### src/rtl/alarm_trigger_pkg.sv
// -----------------------------------------------------------------------------
// alarm_trigger_pkg
// Shared definitions for the alarm front end:
//   - alarm_state_t : FSM state encoding (DISARMED / ARMED / FIRING / SNOOZE)
//   - BCD field limits used by the wrap-around incrementers
//   - snz_used_width: width of the per-event snooze counter (at least 2 bits)
// -----------------------------------------------------------------------------
package alarm_trigger_pkg;

    typedef enum logic [1:0] {
        DISARMED = 2'd0,
        ARMED    = 2'd1,
        FIRING   = 2'd2,
        SNOOZE   = 2'd3
    } alarm_state_t;

    localparam logic [7:0] BCD_HOUR_MAX = 8'h23;
    localparam logic [7:0] BCD_MIN_MAX  = 8'h59;
    localparam logic [7:0] BCD_ZERO     = 8'h00;

    // Smallest width (never below 2) that can hold 0..max_snoozes.
    function automatic int snz_used_width(input int max_snoozes);
        int w;
        w = 2;
        while ((1 << w) <= max_snoozes) begin
            w = w + 1;
        end
        return w;
    endfunction

endpackage

### src/rtl/alarm_trigger_if.sv
// -----------------------------------------------------------------------------
// alarm_trigger_if
// Bundles the time inputs, user controls and alarm outputs of alarm_trigger.
//   master : the side that supplies time/buttons and observes the alarm outputs
//   slave  : the alarm_trigger block itself
// Signals:
//   sec_tick              1-cycle pulse once per second
//   cur_hour/min/sec      running time, BCD
//   alarm_en, set_mode    levels
//   btn_hour, btn_min     1-cycle edit pulses (active only in set_mode)
//   snooze, dismiss       1-cycle pulses
//   alm_hour, alm_min     alarm time registers, BCD
//   cc1                   alarm sounding level
//   cc2                   1-cycle strike pulse
//   snoozing              high while snoozed
// -----------------------------------------------------------------------------
interface alarm_trigger_if;

    logic       sec_tick;
    logic [7:0] cur_hour;
    logic [7:0] cur_min;
    logic [7:0] cur_sec;
    logic       alarm_en;
    logic       set_mode;
    logic       btn_hour;
    logic       btn_min;
    logic       snooze;
    logic       dismiss;
    logic [7:0] alm_hour;
    logic [7:0] alm_min;
    logic       cc1;
    logic       cc2;
    logic       snoozing;

    modport master (
        output sec_tick, cur_hour, cur_min, cur_sec,
        output alarm_en, set_mode, btn_hour, btn_min, snooze, dismiss,
        input  alm_hour, alm_min, cc1, cc2, snoozing
    );

    modport slave (
        input  sec_tick, cur_hour, cur_min, cur_sec,
        input  alarm_en, set_mode, btn_hour, btn_min, snooze, dismiss,
        output alm_hour, alm_min, cc1, cc2, snoozing
    );

endinterface

### src/rtl/alarm_trigger_bcd_wrap_inc.sv
// -----------------------------------------------------------------------------
// bcd_wrap_inc
// Combinational two-digit BCD incrementer with wrap to 00 after MAX.
// Shared by the alarm hour/minute editors and usable by timekeeping counters.
// Ports:
//   value      in  8  current BCD value (00..MAX)
//   next_value out 8  value + 1 in BCD, or 00 when value has reached MAX
// -----------------------------------------------------------------------------
module bcd_wrap_inc #(
    parameter logic [7:0] MAX = 8'h59
) (
    input  logic [7:0] value,
    output logic [7:0] next_value
);

    always_comb begin
        // For valid BCD, binary ordering equals decimal ordering, so >= also
        // folds any out-of-range value back to 00.
        if (value >= MAX) begin
            next_value = 8'h00;
        end else if (value[3:0] >= 4'd9) begin
            next_value = {value[7:4] + 4'd1, 4'h0};
        end else begin
            next_value = {value[7:4], value[3:0] + 4'd1};
        end
    end

endmodule

### src/rtl/alarm_trigger.sv
// -----------------------------------------------------------------------------
// alarm_trigger
// Alarm front end of the digital clock. Holds the alarm time (BCD hh:mm),
// compares it with the running time on each second tick and drives the
// cc1 (sounding level) / cc2 (strike pulse) pair consumed by the chime block.
// Supports bounded snooze, dismiss, auto-timeout and an edit (set) mode.
// Ports:
//   cclk  in  system clock, all state on posedge
//   rst   in  asynchronous active-high reset
//   bus   alarm_trigger_if.slave (time, controls, alarm outputs)
// Parameters:
//   RING_SECS  sec_ticks spent FIRING before auto-timeout (1..255)
//   SNOOZE_MIN snooze length in minutes (1..999)
//   SNOOZE_MAX snoozes allowed per alarm event (0 disables snooze)
//   RST_HOUR / RST_MIN alarm time loaded at reset (BCD)
// -----------------------------------------------------------------------------
module alarm_trigger
    import alarm_trigger_pkg::*;
#(
    parameter int         RING_SECS  = 60,
    parameter int         SNOOZE_MIN = 5,
    parameter int         SNOOZE_MAX = 3,
    parameter logic [7:0] RST_HOUR   = 8'h07,
    parameter logic [7:0] RST_MIN    = 8'h00
) (
    input  logic            cclk,
    input  logic            rst,
    alarm_trigger_if.slave  bus
);

    localparam int               SNZ_W     = snz_used_width(SNOOZE_MAX);
    localparam logic [7:0]       RING_LAST = 8'(RING_SECS - 1);
    localparam logic [15:0]      SNZ_LOAD  = 16'(SNOOZE_MIN * 60);
    localparam logic [SNZ_W-1:0] SNZ_LIMIT = SNZ_W'(SNOOZE_MAX);

    alarm_state_t     state;
    alarm_state_t     state_nxt;
    logic [7:0]       ring_cnt;
    logic [7:0]       ring_nxt;
    logic [15:0]      snz_cnt;
    logic [15:0]      snz_cnt_nxt;
    logic [SNZ_W-1:0] snz_used;
    logic [SNZ_W-1:0] snz_used_nxt;
    logic             cc2_nxt;

    logic [7:0]       alm_hour;
    logic [7:0]       alm_min;
    logic [7:0]       hour_inc;
    logic [7:0]       min_inc;
    logic             cc1;
    logic             cc2;
    logic             snoozing;

    logic             match;
    logic             snooze_ok;

    bcd_wrap_inc #(.MAX(BCD_HOUR_MAX)) u_hour_inc (
        .value      (alm_hour),
        .next_value (hour_inc)
    );

    bcd_wrap_inc #(.MAX(BCD_MIN_MAX)) u_min_inc (
        .value      (alm_min),
        .next_value (min_inc)
    );

    // Compared against the alarm registers before any same-cycle edit.
    assign match = bus.sec_tick
                 && (bus.cur_hour == alm_hour)
                 && (bus.cur_min  == alm_min)
                 && (bus.cur_sec  == BCD_ZERO)
                 && !bus.set_mode;

    assign snooze_ok = bus.snooze && (snz_used < SNZ_LIMIT);

    always_comb begin
        state_nxt    = state;
        ring_nxt     = ring_cnt;
        snz_cnt_nxt  = snz_cnt;
        snz_used_nxt = snz_used;
        cc2_nxt      = 1'b0;

        if (!bus.alarm_en) begin
            state_nxt    = DISARMED;
            snz_used_nxt = '0;
        end else begin
            case (state)
                DISARMED: begin
                    state_nxt = ARMED;
                end
                ARMED: begin
                    if (match) begin
                        state_nxt    = FIRING;
                        ring_nxt     = '0;
                        snz_used_nxt = '0;
                        cc2_nxt      = 1'b1;
                    end
                end
                FIRING: begin
                    // dismiss > snooze > timeout > ordinary strike tick
                    if (bus.dismiss) begin
                        state_nxt    = ARMED;
                        snz_used_nxt = '0;
                    end else if (snooze_ok) begin
                        state_nxt    = SNOOZE;
                        snz_cnt_nxt  = SNZ_LOAD;
                        snz_used_nxt = snz_used + SNZ_W'(1);
                    end else if (bus.sec_tick) begin
                        if (ring_cnt == RING_LAST) begin
                            state_nxt    = ARMED;
                            snz_used_nxt = '0;
                        end else begin
                            ring_nxt = ring_cnt + 8'd1;
                            cc2_nxt  = 1'b1;
                        end
                    end
                end
                SNOOZE: begin
                    if (bus.dismiss) begin
                        state_nxt    = ARMED;
                        snz_used_nxt = '0;
                    end else if (bus.sec_tick) begin
                        if (snz_cnt == 16'd1) begin
                            state_nxt = FIRING;
                            ring_nxt  = '0;
                            cc2_nxt   = 1'b1;
                        end else begin
                            snz_cnt_nxt = snz_cnt - 16'd1;
                        end
                    end
                end
                default: begin
                    state_nxt = DISARMED;
                end
            endcase
        end
    end

    always_ff @(posedge cclk or posedge rst) begin
        if (rst) begin
            state    <= DISARMED;
            ring_cnt <= '0;
            snz_cnt  <= '0;
            snz_used <= '0;
            cc1      <= 1'b0;
            cc2      <= 1'b0;
            snoozing <= 1'b0;
        end else begin
            state    <= state_nxt;
            ring_cnt <= ring_nxt;
            snz_cnt  <= snz_cnt_nxt;
            snz_used <= snz_used_nxt;
            // Outputs decoded from the next state so they are registered
            // yet aligned with the state they describe.
            cc1      <= (state_nxt == FIRING);
            cc2      <= cc2_nxt;
            snoozing <= (state_nxt == SNOOZE);
        end
    end

    // Alarm time editing; hour and minute update independently.
    always_ff @(posedge cclk or posedge rst) begin
        if (rst) begin
            alm_hour <= RST_HOUR;
            alm_min  <= RST_MIN;
        end else if (bus.set_mode) begin
            if (bus.btn_hour) begin
                alm_hour <= hour_inc;
            end
            if (bus.btn_min) begin
                alm_min <= min_inc;
            end
        end
    end

    assign bus.alm_hour = alm_hour;
    assign bus.alm_min  = alm_min;
    assign bus.cc1      = cc1;
    assign bus.cc2      = cc2;
    assign bus.snoozing = snoozing;

endmodule

### src/flat_wrapper.sv
// flat-port wrapper written by rule: the top's interface ports become plain ports
module alarm_trigger_flat import alarm_trigger_pkg::*;
#(
    parameter int         RING_SECS  = 60,
    parameter int         SNOOZE_MIN = 5,
    parameter int         SNOOZE_MAX = 3,
    parameter logic [7:0] RST_HOUR   = 8'h07,
    parameter logic [7:0] RST_MIN    = 8'h00
)
  (cclk, rst, bus_sec_tick, bus_cur_hour, bus_cur_min, bus_cur_sec, bus_alarm_en, bus_set_mode, bus_btn_hour, bus_btn_min, bus_snooze, bus_dismiss, bus_alm_hour, bus_alm_min, bus_cc1, bus_cc2, bus_snoozing);
  alarm_trigger_if bus_i ();
  input  logic cclk;
  input  logic rst;
  input wire logic [$bits(bus_i.sec_tick)-1:0] bus_sec_tick;
  input wire logic [$bits(bus_i.cur_hour)-1:0] bus_cur_hour;
  input wire logic [$bits(bus_i.cur_min)-1:0] bus_cur_min;
  input wire logic [$bits(bus_i.cur_sec)-1:0] bus_cur_sec;
  input wire logic [$bits(bus_i.alarm_en)-1:0] bus_alarm_en;
  input wire logic [$bits(bus_i.set_mode)-1:0] bus_set_mode;
  input wire logic [$bits(bus_i.btn_hour)-1:0] bus_btn_hour;
  input wire logic [$bits(bus_i.btn_min)-1:0] bus_btn_min;
  input wire logic [$bits(bus_i.snooze)-1:0] bus_snooze;
  input wire logic [$bits(bus_i.dismiss)-1:0] bus_dismiss;
  output wire logic [$bits(bus_i.alm_hour)-1:0] bus_alm_hour;
  output wire logic [$bits(bus_i.alm_min)-1:0] bus_alm_min;
  output wire logic [$bits(bus_i.cc1)-1:0] bus_cc1;
  output wire logic [$bits(bus_i.cc2)-1:0] bus_cc2;
  output wire logic [$bits(bus_i.snoozing)-1:0] bus_snoozing;
  assign bus_i.sec_tick = bus_sec_tick;
  assign bus_i.cur_hour = bus_cur_hour;
  assign bus_i.cur_min = bus_cur_min;
  assign bus_i.cur_sec = bus_cur_sec;
  assign bus_i.alarm_en = bus_alarm_en;
  assign bus_i.set_mode = bus_set_mode;
  assign bus_i.btn_hour = bus_btn_hour;
  assign bus_i.btn_min = bus_btn_min;
  assign bus_i.snooze = bus_snooze;
  assign bus_i.dismiss = bus_dismiss;
  assign bus_alm_hour = bus_i.alm_hour;
  assign bus_alm_min = bus_i.alm_min;
  assign bus_cc1 = bus_i.cc1;
  assign bus_cc2 = bus_i.cc2;
  assign bus_snoozing = bus_i.snoozing;
  alarm_trigger #(.RING_SECS(RING_SECS), .SNOOZE_MIN(SNOOZE_MIN), .SNOOZE_MAX(SNOOZE_MAX), .RST_HOUR(RST_HOUR), .RST_MIN(RST_MIN)) u_core (.cclk(cclk), .rst(rst), .bus(bus_i));
endmodule
### config.mk
export PLATFORM = sky130hd
export DESIGN_NAME = alarm_trigger_flat
export DESIGN_NICKNAME = d
export VERILOG_FILES = /design/src/rtl/alarm_trigger_pkg.sv /design/src/rtl/alarm_trigger_if.sv /design/src/rtl/alarm_trigger_bcd_wrap_inc.sv /design/src/rtl/alarm_trigger.sv /design/src/flat_wrapper.sv
export SDC_FILE = /design/constraint.sdc
export NUM_CORES = 1
export LEC_CHECK = 0
export BUFFER_PORTS_ARGS = -buffer_cell sky130_fd_sc_hd__buf_2
export CAP_MARGIN = 10
export CORE_UTILIZATION = 55
export CTS_BUF_LIST = sky130_fd_sc_hd__clkbuf_8 sky130_fd_sc_hd__clkbuf_16
export CTS_CLUSTER_DIAMETER = 30
export DETAILED_ROUTE_END_ITERATION = 8
export GPL_ROUTABILITY_DRIVEN = 0
export GPL_TIMING_DRIVEN = 1
export HOLD_SLACK_MARGIN = 0.12
export PLACE_DENSITY = 0.78
export SLEW_MARGIN = 20
export SYNTH_ARGS = -nofsm -noshare
export SYNTH_HDL_FRONTEND = slang
export SYNTH_HIERARCHICAL = 1
export SYNTH_SLANG_ARGS = --single-unit
### constraint.sdc
create_clock -name cclk -period 6.2 [get_ports cclk]
set_clock_uncertainty 0.15 [all_clocks]
set_input_delay 0.62 -clock cclk [delete_from_list [all_inputs] [get_ports cclk]]
set_output_delay 0.62 -clock cclk [all_outputs]
set_load 0.005 [all_outputs]
==> results.toml, run 1 <==
[drt]
vias = 2504
route.final.wire_length_mm = 6.67
drc_errors = 0
ant_nets = 0
drt-wirelength-per-cell_um = 15.0
drt_first_pass_iters = 4
viasPerCell = 5.61
initialDrtViolationCount = 171

[layout]
area_growth_pct = 12.3
final_common_cell = "buf_2"
n_antenna_cell = 0
multi_input_area_mm2 = 0.00189
mostFrequentLayoutCells = "buf_2 (51), dfrtp_1 (44), nand2_1 (24)"
finalInstanceArea_mm2 = 0.00358
fillers = 444
final_nets = 425
drive_above_1_share_pct = 25.9
seq_area_mm2 = 0.00118

[yosys]
ys_ff_latch = 47
synthArstFlopShare_pct = 100
mappedNetlistArea_mm2 = 0.00319
yosysSeqAreaShare_pct = 37.0
synth.top_cell.area_share_pct = 34.6
ys.flop_type = "dfrtp_1"
yosysUniqueCellTypes = 64
synth_warnings = 6
syn_inst = 322
yosys.area.top_type = "dfrtp_1"
synth_edf_count = 0
avgSynthCellArea_um2 = 9.90
synthTopCellsByArea = "dfrtp_1 (35%), ha_1 (7.5%), mux2_2 (5.7%)"

[die]
num_rows = 27
io_pins = 52
die_h_um = 78.1
initial_core_util_pct = 57.5
die_area_mm2 = 0.00610
die_w_um = 78.1
coreArea_mm2 = 0.00554

[pwr]
power_mw = 0.700
p_leak_nw = 1.67
cellPowerDensity_mw_per_mm2 = 196
irDropWorstVdd_uv = 136

[timing]
fmax_mhz = 316
finalSetupViolCount = 0
slew_violations = 0
rsz0062_at_grt = "false"
period_share_pct = 51.1
slew_headroom_pct = 46.0
hold_viol_final = 0
setup_tns_ps = 0
tightest_slew_ps = 810
fin_crit_ps = 3170

[placed_design]
dpl.hpwl_mm = 5.02
io_buffers = 51
dpl_cell_area_mm2 = 0.00348

[cts]
clkTransAtPathRegs_ps = 80
cts_tree = "done"
post_cts_buffers = 0
numCtsBuffers = 5
clk_latency_ps = 300
cts_root_buf = "clkbuf_8"
postCtsHoldBufs = 0
clk_path_buf_depth = 2
cts_resized = 0
clock-sinks = 47
cts_max_level = 2

[critical_path]
cp-start-kind = "flop"
path_class = "reg -> reg"
crit_path_end_kind = "flop"
critPathArrivalTime_ps = 3200
cp.required_ps = 6230
critical_path.max_fanout = 17

[global_routing]
grt_max_degree = 48
gr-total-overflow = 0
grtUsageTotal_pct = 23.1
grt_pass1_wl_mm = 11.3
grt_pass1_vias = 2414
antenna_found_initial = 0

[hold_path]
hp-class = "in -> async"

[run_status]
status = "finished, final reports clean"

[run]
drv_cap = 0
==> cells in the mapped netlist (2+ instances only) <==
library cell and instances:
dfrtp_1 44, nand2_1 24, ha_1 19, nor2_1 19, xor2_1 19, inv_1 17, mux2_2 16, a21oi_1 10
nor3_1 10, o31ai_1 10, xnor2_1 10, nand3_1 8, o21ai_0 8, and2_1 6, nand2b_1 6, nor2b_1 6
nor4_1 6, mux2i_1 5, or4_1 5, a31oi_1 4, nand4_1 4, nor3b_1 4, o21ai_1 4, buf_4 3
dfstp_2 3, or3_1 3, or3b_1 3, a32o_1 2, and3_1 2, buf_6 2, conb_1 2, nand3b_1 2
nor3b_2 2, o21a_1 2, or2_2 2, or4_4 2
==> final cells by class <==
class                           count  area share, %
Tap cell                           72           2.52
Timing Repair Buffer               51           7.13
Multi-Input combinational cell    251           52.8
Sequential cell                    47           33.0
Clock buffer                        7           2.69
Inverter                           17           1.82
Clock inverter                      1          0.105
==> final timing paths <==
path	startpoint	end	slack (ps)	cells after the start
worst max register to register	u_core/state[0]$_DFF_PP0_	u_core/snz_cnt[15]$_DFFE_PP0P_	3030	8
worst min-delay path	rst	u_core/snz_cnt[7]$_DFFE_PP0P_	300	2
worst max-delay path	u_core/state[0]$_DFF_PP0_	u_core/snz_cnt[15]$_DFFE_PP0P_	3030	8
worst min register to register	u_core/ring_cnt[7]$_DFFE_PP0P_	u_core/ring_cnt[7]$_DFFE_PP0P_	370	1
min in group cclk	u_core/ring_cnt[7]$_DFFE_PP0P_	u_core/ring_cnt[7]$_DFFE_PP0P_	370	1
max in group asynchronous	rst	u_core/bus.alm_hour[3]$_DFFE_PP0P_	5120	2
==> power by group <==
group | internal, mW | switching, mW | leakage, nW
combinational | 0.0705 | 0.0778 | 0.986
clock | 0.100 | 0.0993 | 0.0557
sequential | 0.324 | 0.0288 | 0.629
total | 0.494 | 0.206 | 1.67
==> routing by layer <==
metal / share of wire [%] / vias to the layer above / track usage, % / routed length, um
met5: 0 / - / 0 / 0
met4: 0.90 / 0 / 5.74 / 60
met3: 3.4 / 7 / 3.60 / 224
met2: 48 / 57 / 38.2 / 3190
met1: 48 / 1188 / 31.5 / 3190
li1: - / 1252 / - / -
==> metrics by stage <==
stage	util, %	hold slack [ps]	setup WS [ps]	instances
6_report	64.6	296	3030	446
5_1_grt	64.6	360	2800	446
4_1_cts	64.6	368	3050	446
3_5_place_dp	62.8	356	3070	438
3_3_place_gp	62.8	344	3180	438
2_1_floorplan	-	317	3630	323
==> worst max-delay path, cell delays in order (launching register included) <==
cell,delay [ps]
dfrtp_1,420
inv_1,140
ha_1,550
mux2i_1,210
a2111oi_4,610
o2111ai_2,290
or4_1,470
xor2_1,150
nor2_1,50
==> flip-flops by register name, summed over array words and instances, names as in the netlist <==
register	count
u_core/bus.snoozing	1
u_core/bus.cc1	1
u_core/snz_cnt	16
u_core/snz_used	2
u_core/bus.cc2	1
u_core/bus.alm_min	8
u_core/bus.alm_hour	8
u_core/ring_cnt	8
u_core/state	2
==> cells by family after synthesis <==
family	count (synthesis)	share of synthesized area, %
adder cells (fa/ha/maj)	19	7.46
AND/OR/NAND/NOR	122	22.2
XOR/XNOR	29	7.97
buffers and inverters	25	3.81
other	2	0.236
AO/OA/AOI/OAI	57	14.1
multiplexers	21	7.22
flip-flops	47	37.0
Note: power is estimated with default switching activity, not from simulation.
==> run 2, diff against run 1 <==
--- a/config.mk
+++ b/config.mk
@@ -7,14 +7,14 @@
 export LEC_CHECK = 0
 export BUFFER_PORTS_ARGS = -buffer_cell sky130_fd_sc_hd__buf_2
 export CAP_MARGIN = 10
-export CORE_UTILIZATION = 55
+export CORE_UTILIZATION = 51
 export CTS_BUF_LIST = sky130_fd_sc_hd__clkbuf_8 sky130_fd_sc_hd__clkbuf_16
 export CTS_CLUSTER_DIAMETER = 30
 export DETAILED_ROUTE_END_ITERATION = 8
 export GPL_ROUTABILITY_DRIVEN = 0
 export GPL_TIMING_DRIVEN = 1
 export HOLD_SLACK_MARGIN = 0.12
-export PLACE_DENSITY = 0.78
+export PLACE_DENSITY = 0.76
 export SLEW_MARGIN = 20
 export SYNTH_ARGS = -nofsm -noshare
 export SYNTH_HDL_FRONTEND = slang
==> constraint.sdc (replaced) <==
create_clock -name cclk -period 2.6 [get_ports cclk]
set_clock_uncertainty 0.15 [all_clocks]
set_input_delay 0.26 -clock cclk [delete_from_list [all_inputs] [get_ports cclk]]
set_output_delay 0.26 -clock cclk [all_outputs]
set_load 0.005 [all_outputs]
==> results.toml, run 2 (synthesized netlist as in run 1, its figures left out) <==
[cts]
cts_root_buf = "clkbuf_8"
clkTransAtPathRegs_ps = 90
cts_max_level = 2
clk_path_buf_depth = 2
cts_tree = "done"
numCtsBuffers = 5
clk_latency_ps = 310
clock-sinks = 47

[placed_design]
dpl.hpwl_mm = 5.15
placedCellCount = 454
dpl_cell_area_mm2 = 0.00358
io_buffers = 51

[critical_path]
worstPathCellList = "or4_1 -> or4b_4 -> o2111ai_4 -> or3b_1 -> xor2_1 -> nor2_1"
path_class = "reg -> reg"
cp-start-kind = "flop"
crit_path_start = "u_core/snz_cnt[8]$_DFFE_PP0P_"
critPathArrivalTime_ps = 2590
critical_path.max_fanout = 5
r2r-start = "u_core/snz_cnt[8]$_DFFE_PP0P_"
slowest_delay_ps = 610
cp.required_ps = 2660
critical-path-slowest-cell = "or4_1"
crit_path_end_kind = "flop"

[pwr]
p_leak_nw = 1.75
cellPowerDensity_mw_per_mm2 = 440
internal_power_mw = 1.14
power_mw = 1.64
p_clk_share_pct = 26.3
irDropWorstVdd_uv = 302
switchingPower_mw = 0.504
switching_share_pct = 30.7
combPwrFrac_pct = 23.0
sequentialPowerShare_pct = 50.7

[drt]
viasPerCell = 5.56
drt-wirelength-per-cell_um = 14.9
route.final.wire_length_mm = 6.97
vias = 2592
ant_nets = 0
initialDrtViolationCount = 105
drc_errors = 0
drt_first_pass_iters = 4

[layout]
final_nets = 442
fillers = 500
seq_area_mm2 = 0.00118
finalNonFillerCells = 466
n_antenna_cell = 0
largest_reg_flops = 16
finalInstanceArea_mm2 = 0.00373
final_common_cell = "buf_2"
drive_above_1_share_pct = 29.2
regMostFlops = "u_core/snz_cnt"
area_growth_pct = 17.0
mostFrequentLayoutCells = "buf_2 (51), dfrtp_1 (44), nand2_1 (24), xor2_1 (19), nor2_1 (19)"
multi_input_area_mm2 = 0.00192

[global_routing]
gr-total-overflow = 0
grt_max_degree = 27
grtUsageTotal_pct = 22.5
antenna_found_initial = 0
grt_pass1_wl_mm = 11.3
grt_pass1_vias = 2434

[die]
initial_core_util_pct = 53.2
io_pins = 52
die_h_um = 81.1
die_area_mm2 = 0.00657
num_rows = 28
coreArea_mm2 = 0.00599
die_w_um = 81.1

[run_status]
status = "finished, final reports clean"

[timing]
hold_viol_final = 0
setup_tns_ps = 0
fin_crit_ps = 2540
finalSetupViolCount = 0
slew_violations = 0
tightest_slew_ps = 553
slew_headroom_pct = 63.1
fmax_mhz = 394
period_share_pct = 97.6
hold_slack_ps = 326

[hold_path]
min_from = "bus_dismiss"
hp-class = "in -> reg"

[run]
drv_cap = 0
==> run 2: changes by cell type in the layout (fill, tap and decap cells not counted), moves of 2 or more <==
cell / before / now
buf_4: 0 / 15
clkbuf_8: 7 / 5
dlygate4sd3_1: 0 / 2
nand2b_1: 6 / 4
==> run 2: repair_timing <==
action / in CTS / in global routing
hold endpoints to repair: 27 / 0
buffers inserted: 0 / 2
gates resized for setup: 1 / 5
endpoints found under the setup margin: 4 / 5
hold buffers: 2 / 0
pin swaps: 0 / 2
cloned: 0 / 0
==> run 2: area by class of cell <==
class,count,share of cell area [%]
timing repair buffer,68,10.4
multi-input combinational,251,51.5
clock inverter,3,0.336
inverter,17,1.71
sequential,47,31.6
tap,75,2.52
clock buffer,5,1.85
==> run 2: per-stage QoR <==
| step | util (%) | setup WS (ps) |
|---|---|---|
| final | 62.2 | 63.1 |
| after global routing | 62.2 | -6.89 |
| after floorplan | - | 42.5 |
| after detailed placement | 59.8 | 33.3 |
| after CTS | 61.5 | 26.3 |
| after global placement | 59.8 | 99.0 |
==> run 2: worst paths after layout <==
path                                                            to  slack, ps  cells after the start
worst min register to register      u_core/ring_cnt[7]$_DFFE_PP0P_        360                      1
worst max-delay path                 u_core/snz_cnt[9]$_DFFE_PP0P_         60                      6
min in group asynchronous        u_core/bus.alm_min[3]$_DFFE_PP0P_        390                      3
max in group asynchronous       u_core/bus.alm_hour[0]$_DFFE_PP1P_       1240                      4
worst max register to register       u_core/snz_cnt[9]$_DFFE_PP0P_         60                      6
worst min-delay path                      u_core/bus.cc2$_DFF_PP0_        330                      4
==> run 2: power groups by stage <==
stage	clock network, mW	logic [mW]	registers [mW]
after floorplan	0	0.239	0.841
after global placement	0	0.360	0.845
after detailed placement	0	0.371	0.847
after CTS	0.442	0.376	0.833
after global routing	0.467	0.417	0.840
final	0.432	0.378	0.832
==> run 2: worst max-delay path, delay by kind of cell, from the launching register on <==
family           cells  cell delay, ps
flip-flops           1             410
AO/OA/AOI/OAI        1             270
AND/OR/NAND/NOR      4            1450
XOR/XNOR             1             160
==> run 2: layer usage <==
metal / GRT usage, % / up-vias / part of all wire (%)
met4: 8.93 / 0 / 1.9
met5: 0 / - / 0
li1: - / 1282 / -
met1: 29.0 / 1243 / 46
met3: 3.71 / 11 / 4.1
met2: 37.3 / 56 / 48
